<file path="config.mk">
export PLATFORM = sky130hd
export DESIGN_NAME = melody_sequencer
export DESIGN_NICKNAME = d
export VERILOG_FILES = /design/src/rtl/melody_sequencer.sv
export SDC_FILE = /design/constraint.sdc
export NUM_CORES = 1
export LEC_CHECK = 0
export ABC_AREA = 1
export BUFFER_PORTS_ARGS = -buffer_cell sky130_fd_sc_hd__buf_2
export CAP_MARGIN = 30
export CORE_MARGIN = 4
export CORE_UTILIZATION = 40
export CTS_CLUSTER_SIZE = 25
export DETAILED_ROUTE_END_ITERATION = 8
export REMOVE_ABC_BUFFERS = 1
export SLEW_MARGIN = 20
export SYNTH_ARGS = -nofsm -noshare
export SYNTH_HDL_FRONTEND = slang
export SYNTH_SLANG_ARGS = --single-unit
</file>
<file path="constraint.sdc">
create_clock -name clock_in -period 3.5 [get_ports clock_in]
set_input_delay 0.35 -clock clock_in [delete_from_list [all_inputs] [get_ports clock_in]]
set_output_delay 0.35 -clock clock_in [all_outputs]
set_load 0.02 [all_outputs]
</file>
<file path="src/rtl/melody_sequencer.sv">
// melody_sequencer: plays a fixed 8-entry melody on a buzzer pin.
// Each ROM entry selects a tone divisor and a duration in ticks. A silent gap follows every note.
// Start, stop and loop control are handled by a small FSM.
module melody_sequencer #(
  parameter int unsigned TICK_DIV  = 500000,
  parameter int unsigned GAP_TICKS = 1,
  parameter int unsigned DIV_SHIFT = 0
) (
  input  logic       clock_in,
  input  logic       reset,
  input  logic       start,
  input  logic       stop,
  input  logic       loop_en,
  output logic       tone_out,
  output logic       busy,
  output logic       done,
  output logic [2:0] note_idx,
  output logic [2:0] note_code
);

  localparam int unsigned TICK_W  = 20;
  localparam int unsigned NTICK_W = 16;
  localparam int unsigned DUR_W   = 6;
  localparam int unsigned DIV_W   = 28;
  localparam int unsigned IDX_W   = 3;
  localparam int unsigned CODE_W  = 3;
  localparam int unsigned ROM_W   = CODE_W + DUR_W;

  localparam logic [TICK_W-1:0]  TICK_LAST = TICK_W'(TICK_DIV - 1);
  localparam logic [NTICK_W-1:0] GAP_LAST  = NTICK_W'(GAP_TICKS - 1);
  localparam logic [IDX_W-1:0]   LAST_IDX  = IDX_W'(7);

  typedef enum logic [2:0] {
    S_IDLE = 3'd0,
    S_LOAD = 3'd1,
    S_PLAY = 3'd2,
    S_GAP  = 3'd3,
    S_DONE = 3'd4
  } state_t;

  // Melody ROM: {note code, duration in ticks}; a zero duration marks the end.
  function automatic logic [ROM_W-1:0] rom_entry(input logic [IDX_W-1:0] idx);
    logic [ROM_W-1:0] e;
    case (idx)
      3'd0:    e = {3'd1, 6'd4};
      3'd1:    e = {3'd3, 6'd4};
      3'd2:    e = {3'd5, 6'd4};
      3'd3:    e = {3'd0, 6'd2};
      3'd4:    e = {3'd5, 6'd2};
      3'd5:    e = {3'd6, 6'd2};
      3'd6:    e = {3'd5, 6'd8};
      default: e = {3'd0, 6'd0};
    endcase
    return e;
  endfunction

  // Full-period tone divisor for each note code (C4..B4 at 50 MHz); code 0 is a rest.
  function automatic logic [DIV_W-1:0] full_divisor(input logic [CODE_W-1:0] code);
    logic [DIV_W-1:0] d;
    case (code)
      3'd1:    d = 28'd191113;
      3'd2:    d = 28'd170265;
      3'd3:    d = 28'd151685;
      3'd4:    d = 28'd143172;
      3'd5:    d = 28'd127551;
      3'd6:    d = 28'd113636;
      3'd7:    d = 28'd101239;
      default: d = '0;
    endcase
    return d;
  endfunction

  state_t state_q, state_d;

  logic [TICK_W-1:0]  tick_q, tick_d;
  logic [NTICK_W-1:0] ntick_q, ntick_d;
  logic [DIV_W-1:0]   tone_cnt_q, tone_cnt_d;
  logic [DUR_W-1:0]   dur_q, dur_d;
  logic [IDX_W-1:0]   idx_d;
  logic [CODE_W-1:0]  code_d;
  logic               tone_d;
  logic               busy_d;
  logic               done_d;

  logic [IDX_W-1:0]   load_idx;
  logic [ROM_W-1:0]   rom_e;
  logic [DIV_W-1:0]   ds;
  logic [DIV_W-1:0]   ds_half;
  logic [DIV_W-1:0]   ds_last;
  logic [NTICK_W-1:0] dur_last;
  logic               tick_end;
  logic               play_end;
  logic               gap_end;

  // Shared decode: next ROM entry, scaled divisor and end-of-interval flags.
  always_comb begin
    load_idx = (state_q == S_GAP) ? note_idx + IDX_W'(1) : '0;
    rom_e    = rom_entry(load_idx);
    ds       = full_divisor(note_code) >> DIV_SHIFT;
    ds_half  = ds >> 1;
    ds_last  = ds - DIV_W'(1);
    dur_last = NTICK_W'(dur_q) - NTICK_W'(1);
    tick_end = (tick_q == TICK_LAST);
    play_end = tick_end && (ntick_q == dur_last);
    gap_end  = tick_end && (ntick_q == GAP_LAST);
  end

  // State register.
  always_ff @(posedge clock_in or posedge reset) begin
    if (reset) begin
      state_q <= S_IDLE;
    end else begin
      state_q <= state_d;
    end
  end

  // Next-state logic; stop overrides everything, including start.
  always_comb begin
    state_d = state_q;
    if (stop) begin
      state_d = S_IDLE;
    end else begin
      case (state_q)
        S_IDLE: if (start) state_d = S_LOAD;
        S_LOAD: state_d = (dur_q == '0) ? S_DONE : S_PLAY;
        S_PLAY: if (play_end) state_d = S_GAP;
        S_GAP:  if (gap_end) state_d = (note_idx == LAST_IDX) ? S_DONE : S_LOAD;
        S_DONE: state_d = loop_en ? S_LOAD : S_IDLE;
        default: state_d = S_IDLE;
      endcase
    end
  end

  // Next values of outputs and counters, all derived from the upcoming state.
  always_comb begin
    idx_d      = note_idx;
    code_d     = note_code;
    dur_d      = dur_q;
    tick_d     = '0;
    ntick_d    = '0;
    tone_cnt_d = '0;
    tone_d     = 1'b0;
    busy_d     = (state_d != S_IDLE);
    done_d     = (state_q == S_DONE) && !stop;

    if (state_d == S_IDLE) begin
      idx_d  = '0;
      code_d = '0;
      dur_d  = '0;
    end else if (state_d == S_LOAD) begin
      idx_d  = load_idx;
      code_d = rom_e[ROM_W-1:DUR_W];
      dur_d  = rom_e[DUR_W-1:0];
    end

    // Tick counters restart on every state entry and run while the state holds.
    if ((state_d == S_PLAY || state_d == S_GAP) && (state_d == state_q)) begin
      tick_d  = tick_end ? '0 : tick_q + TICK_W'(1);
      ntick_d = tick_end ? ntick_q + NTICK_W'(1) : ntick_q;
    end

    // Tone divider: count 0..Ds-1, output high for the first Ds/2 counts.
    if (state_d == S_PLAY) begin
      if (state_q == S_PLAY) begin
        tone_cnt_d = (tone_cnt_q == ds_last) ? '0 : tone_cnt_q + DIV_W'(1);
      end
      tone_d = (note_code != '0) && (tone_cnt_d < ds_half);
    end
  end

  // Output and datapath registers.
  always_ff @(posedge clock_in or posedge reset) begin
    if (reset) begin
      tick_q     <= '0;
      ntick_q    <= '0;
      tone_cnt_q <= '0;
      dur_q      <= '0;
      note_idx   <= '0;
      note_code  <= '0;
      tone_out   <= 1'b0;
      busy       <= 1'b0;
      done       <= 1'b0;
    end else begin
      tick_q     <= tick_d;
      ntick_q    <= ntick_d;
      tone_cnt_q <= tone_cnt_d;
      dur_q      <= dur_d;
      note_idx   <= idx_d;
      note_code  <= code_d;
      tone_out   <= tone_d;
      busy       <= busy_d;
      done       <= done_d;
    end
  end

endmodule
</file>
==> results.cfg <==
[cells_and_area]
stdcell_area_sq_um = 6530
area.sequential_sq_um = 1980
multiInputGateArea_sq_um = 3360
final_cells = 1057
final_layout_size_suffix_gt1_frac = 0.0878
fin_nets = 903
area_growth_syn_to_layout_pct = 11.4
total_inserted_antenna_cells = 0
fill_cells = 1486

[pwr]
cellLeakagePower_uw = 0.00290
switching_pwr_uw = 644
vdd_ir_drop_max_mv = 0.316
internal_power_uw = 1690
finalPower_uw = 2340
pwr_density_cell_nw_per_um2 = 358
comb_power_share = 0.170
seq_power_share = 0.397
p_sw_frac = 0.275
power.clock.fraction = 0.433

[critical_path]
cpLargestDelayFamily = simple AND/OR/NAND/NOR gates
worstPathBufferInverterCount = 1
crit_path_max_fanout = 12
worstSetupStartpoint = note_code[0]
worst_setup_path_start_kind = flip-flop
setup.reg_to_reg.worst_slack_ns = 0.29
r2r_start = note_code[0]
data_required_critical_path_ns = 3.76
critical_path.slowest_cell = sky130_fd_sc_hd__dfrtp_1
worst_path_most_repeated_cell = sky130_fd_sc_hd__nand2_1
cp-end-kind = flip-flop
path_class = reg2reg
cp_data_arrival_time_ns = 3.47
crit_path_max_incr_delay_ns = 0.37
crit_chain = buf_4 > nor2_4 > nand2_4 > nand2_1 > nand2_1 > nand2_1 > nand2_1 > nor2_1 > nand2_1 > nor2_1 > nand2_2 > nand2_8 > nor2_1 > ha_1 > a21oi_1 > nor2_1 > a211oi_1 > o221a_2 > nand2_1 > a21oi_1

[cts]
clkTransAtPathRegs_ns = 0.06
numCtsBuffers = 9
ctsHtreeMaxLevel = 3
tritoncts_clock_tree = built
cts.root.buffer_cell = sky130_fd_sc_hd__clkbuf_16
worst_skew_pair.late_latency_ns = 0.34
cts.sink_count = 79
clock_path_buffers = 2

[synth]
synth_top_cells_by_area = sky130_fd_sc_hd__dfrtp_1, sky130_fd_sc_hd__nand2_1, sky130_fd_sc_hd__nor2_1
syn_avg_cell_area_sq_um = 6.91
postSynthRegisterBits = 79
synth_common_cells = sky130_fd_sc_hd__nand2_1, sky130_fd_sc_hd__nor2_1, sky130_fd_sc_hd__inv_1
ys_dominant_reg_cell = sky130_fd_sc_hd__dfrtp_1
synth_largest_area_cell = sky130_fd_sc_hd__dfrtp_1
ys_async_sr_fraction = 1.00
netlist_instances = 848
seq_area_frac_synth = 0.337
synth_warnings = 0
synth.most_common_cell = sky130_fd_sc_hd__nand2_1
synth_enable_flop_cells = 0
cell_area_after_synthesis_sq_um = 5860
yosysUniqueCellTypes = 43
yosys.area.top_type_share = 0.337

[global_route]
largest_net_degree_at_the_start_of_global_routing = 43
globalRouteOverflowTotal = 0
grt_antenna_before_repair = 0
grt_pass1_wl_mm = 26.9
track_usage = 0.205
number_of_global_route_vias_before_repair = 5329

[sta]
unrepaired_setup_endpoints_after_global_routing = false
fin_crit_sh = 0.917
clock-skew-final_ns = 0.00640
timing.fmax_mhz = 312
setup_tns_ns = 0
final.setup.worst_slack_ns = 0.290
finalMaxSlewViolations = 0
setup-violations-final = 0
worst_max_slew_pin_slew_ns = 0.775
final_critical_delay_including_setup_and_external_delays_ns = 3.21
slew-limit-headroom = 0.483
hold_viol_final = 0

[floorplanning]
starting_utilization_of_the_core_area = 0.416
io_pins = 14
die_y_microns = 129
fp.dieArea_sq_um = 16700
die-width_microns = 129
rows = 43
floorplan.core_area_sq_um = 14100

[place]
dpl_cell_area_sq_um = 6150
place.detailed.hpwl_mm = 12.8
port_buffers = 13
dp.cells = 1037
place.gp.congestion = 0.937
preCtsSetupSlack_ns = 0.197

[route]
initialDrtViolationCount = 306
ant_nets = 0
vias_per_cell = 5.26
met3RoutedLength_microns = 921
dr_total_vias = 5560
wl_met1_mm = 7.11
wire_per_inst_microns = 15.5
wirelength_mm = 16.4
drc_errors = 0
dr.pass1.iters = 5
top_layer = met4
met2WireLength_mm = 7.84

[job]
drv_cap = 0

[status]
run_status = finished clean

[worst_hold_path]
min-delay-path-class = in2async
[sequential cells by signal (all words and copies together), names as in the netlist]
name,cells
tone_cnt_q,28
note_code,3
ntick_q,16
busy,1
dur_q,3
tone_out,1
done,1
state_q,3
tick_q,20
note_idx,3
[per-stage QoR]
stage	hold WS (ns)	utilization
6_report	0.123	0.463
3_3_place_gp	0.470	0.436
5_1_grt	0.167	0.463
4_1_cts	0.138	0.459
3_5_place_dp	0.484	0.436
2_1_floorplan	0.416	-
[worst register-to-register path, stage by stage (launching register included)]
cell and delay, ns:
sky130_fd_sc_hd__dfrtp_1 0.37, sky130_fd_sc_hd__buf_4 0.18, sky130_fd_sc_hd__nor2_4 0.28, sky130_fd_sc_hd__nand2_4 0.17, sky130_fd_sc_hd__nand2_1 0.21, sky130_fd_sc_hd__nand2_1 0.08, sky130_fd_sc_hd__nand2_1 0.08, sky130_fd_sc_hd__nand2_1 0.05
sky130_fd_sc_hd__nor2_1 0.10, sky130_fd_sc_hd__nand2_1 0.05, sky130_fd_sc_hd__nor2_1 0.11, sky130_fd_sc_hd__nand2_2 0.14, sky130_fd_sc_hd__nand2_8 0.13, sky130_fd_sc_hd__nor2_1 0.07, sky130_fd_sc_hd__ha_1 0.29, sky130_fd_sc_hd__a21oi_1 0.13
sky130_fd_sc_hd__nor2_1 0.05, sky130_fd_sc_hd__a211oi_1 0.18, sky130_fd_sc_hd__o221a_2 0.21, sky130_fd_sc_hd__nand2_1 0.08, sky130_fd_sc_hd__a21oi_1 0.15
[cells in the final DEF, fill, tap and decap left out, types with 15 or more instances in the layout]
| cell | count |
|---|---|
| sky130_fd_sc_hd__a21oi_1 | 22 |
| sky130_fd_sc_hd__buf_4 | 18 |
| sky130_fd_sc_hd__dfrtp_1 | 79 |
| sky130_fd_sc_hd__ha_1 | 25 |
| sky130_fd_sc_hd__inv_1 | 108 |
| sky130_fd_sc_hd__nand2_1 | 202 |
| sky130_fd_sc_hd__nand3_1 | 66 |
| sky130_fd_sc_hd__nand4_1 | 22 |
| sky130_fd_sc_hd__nor2_1 | 111 |
| sky130_fd_sc_hd__nor3_1 | 59 |
| sky130_fd_sc_hd__o21ai_0 | 15 |
| sky130_fd_sc_hd__xor2_1 | 39 |
[worst paths after layout]
| check | cells after the start | end |
|---|---|---|
| setup reg to reg | 20 | tone_out |
| max in group asynchronous | 3 | tone_cnt_q[11] |
| min in group clock_in | 2 | done |
| setup / recovery | 20 | tone_out |
| hold / removal | 2 | tone_cnt_q[4] |
| hold reg to reg | 1 | tick_q[0] |
[timing repair]
item,in CTS,in global routing
setup buffers,0,3
resized for setup,0,5
hold buffers,0,0
setup endpoints to repair,0,1
[power by group through the flow]
stage	Clock, uW	Sequential, uW	Combinational, uW
floorplan	0	957	264
global placement	0	944	386
detailed placement	0	945	387
CTS	1040	928	387
global route	1080	928	450
finish	1010	928	398
[kinds of logic after synthesis]
kind of cell	Yosys count	synth area share
and+or+nand+nor	505	0.388
buffers and inverters	135	0.0935
DFF	79	0.337
AOI/OAI and AO/OA	58	0.0581
xor gates and xnor gates	45	0.0673
adders and majority gates	26	0.0555
[cell type report]
cell class | count | share of cell area
Sequential cell | 79 | 0.303
Clock inverter | 5 | 0.0125
Inverter | 116 | 0.0669
Timing Repair Buffer | 31 | 0.0307
Tap cell | 180 | 0.0345
Clock buffer | 11 | 0.0372
Multi-Input combinational cell | 635 | 0.515
[per-layer routing]
layer  GRT usage  up-vias
met4      0.0747        0
met1       0.266     2566
li1            -     2809
met3      0.0408       41
met2       0.340      144
met5           0        -
Power figures use the tool's default switching activity.
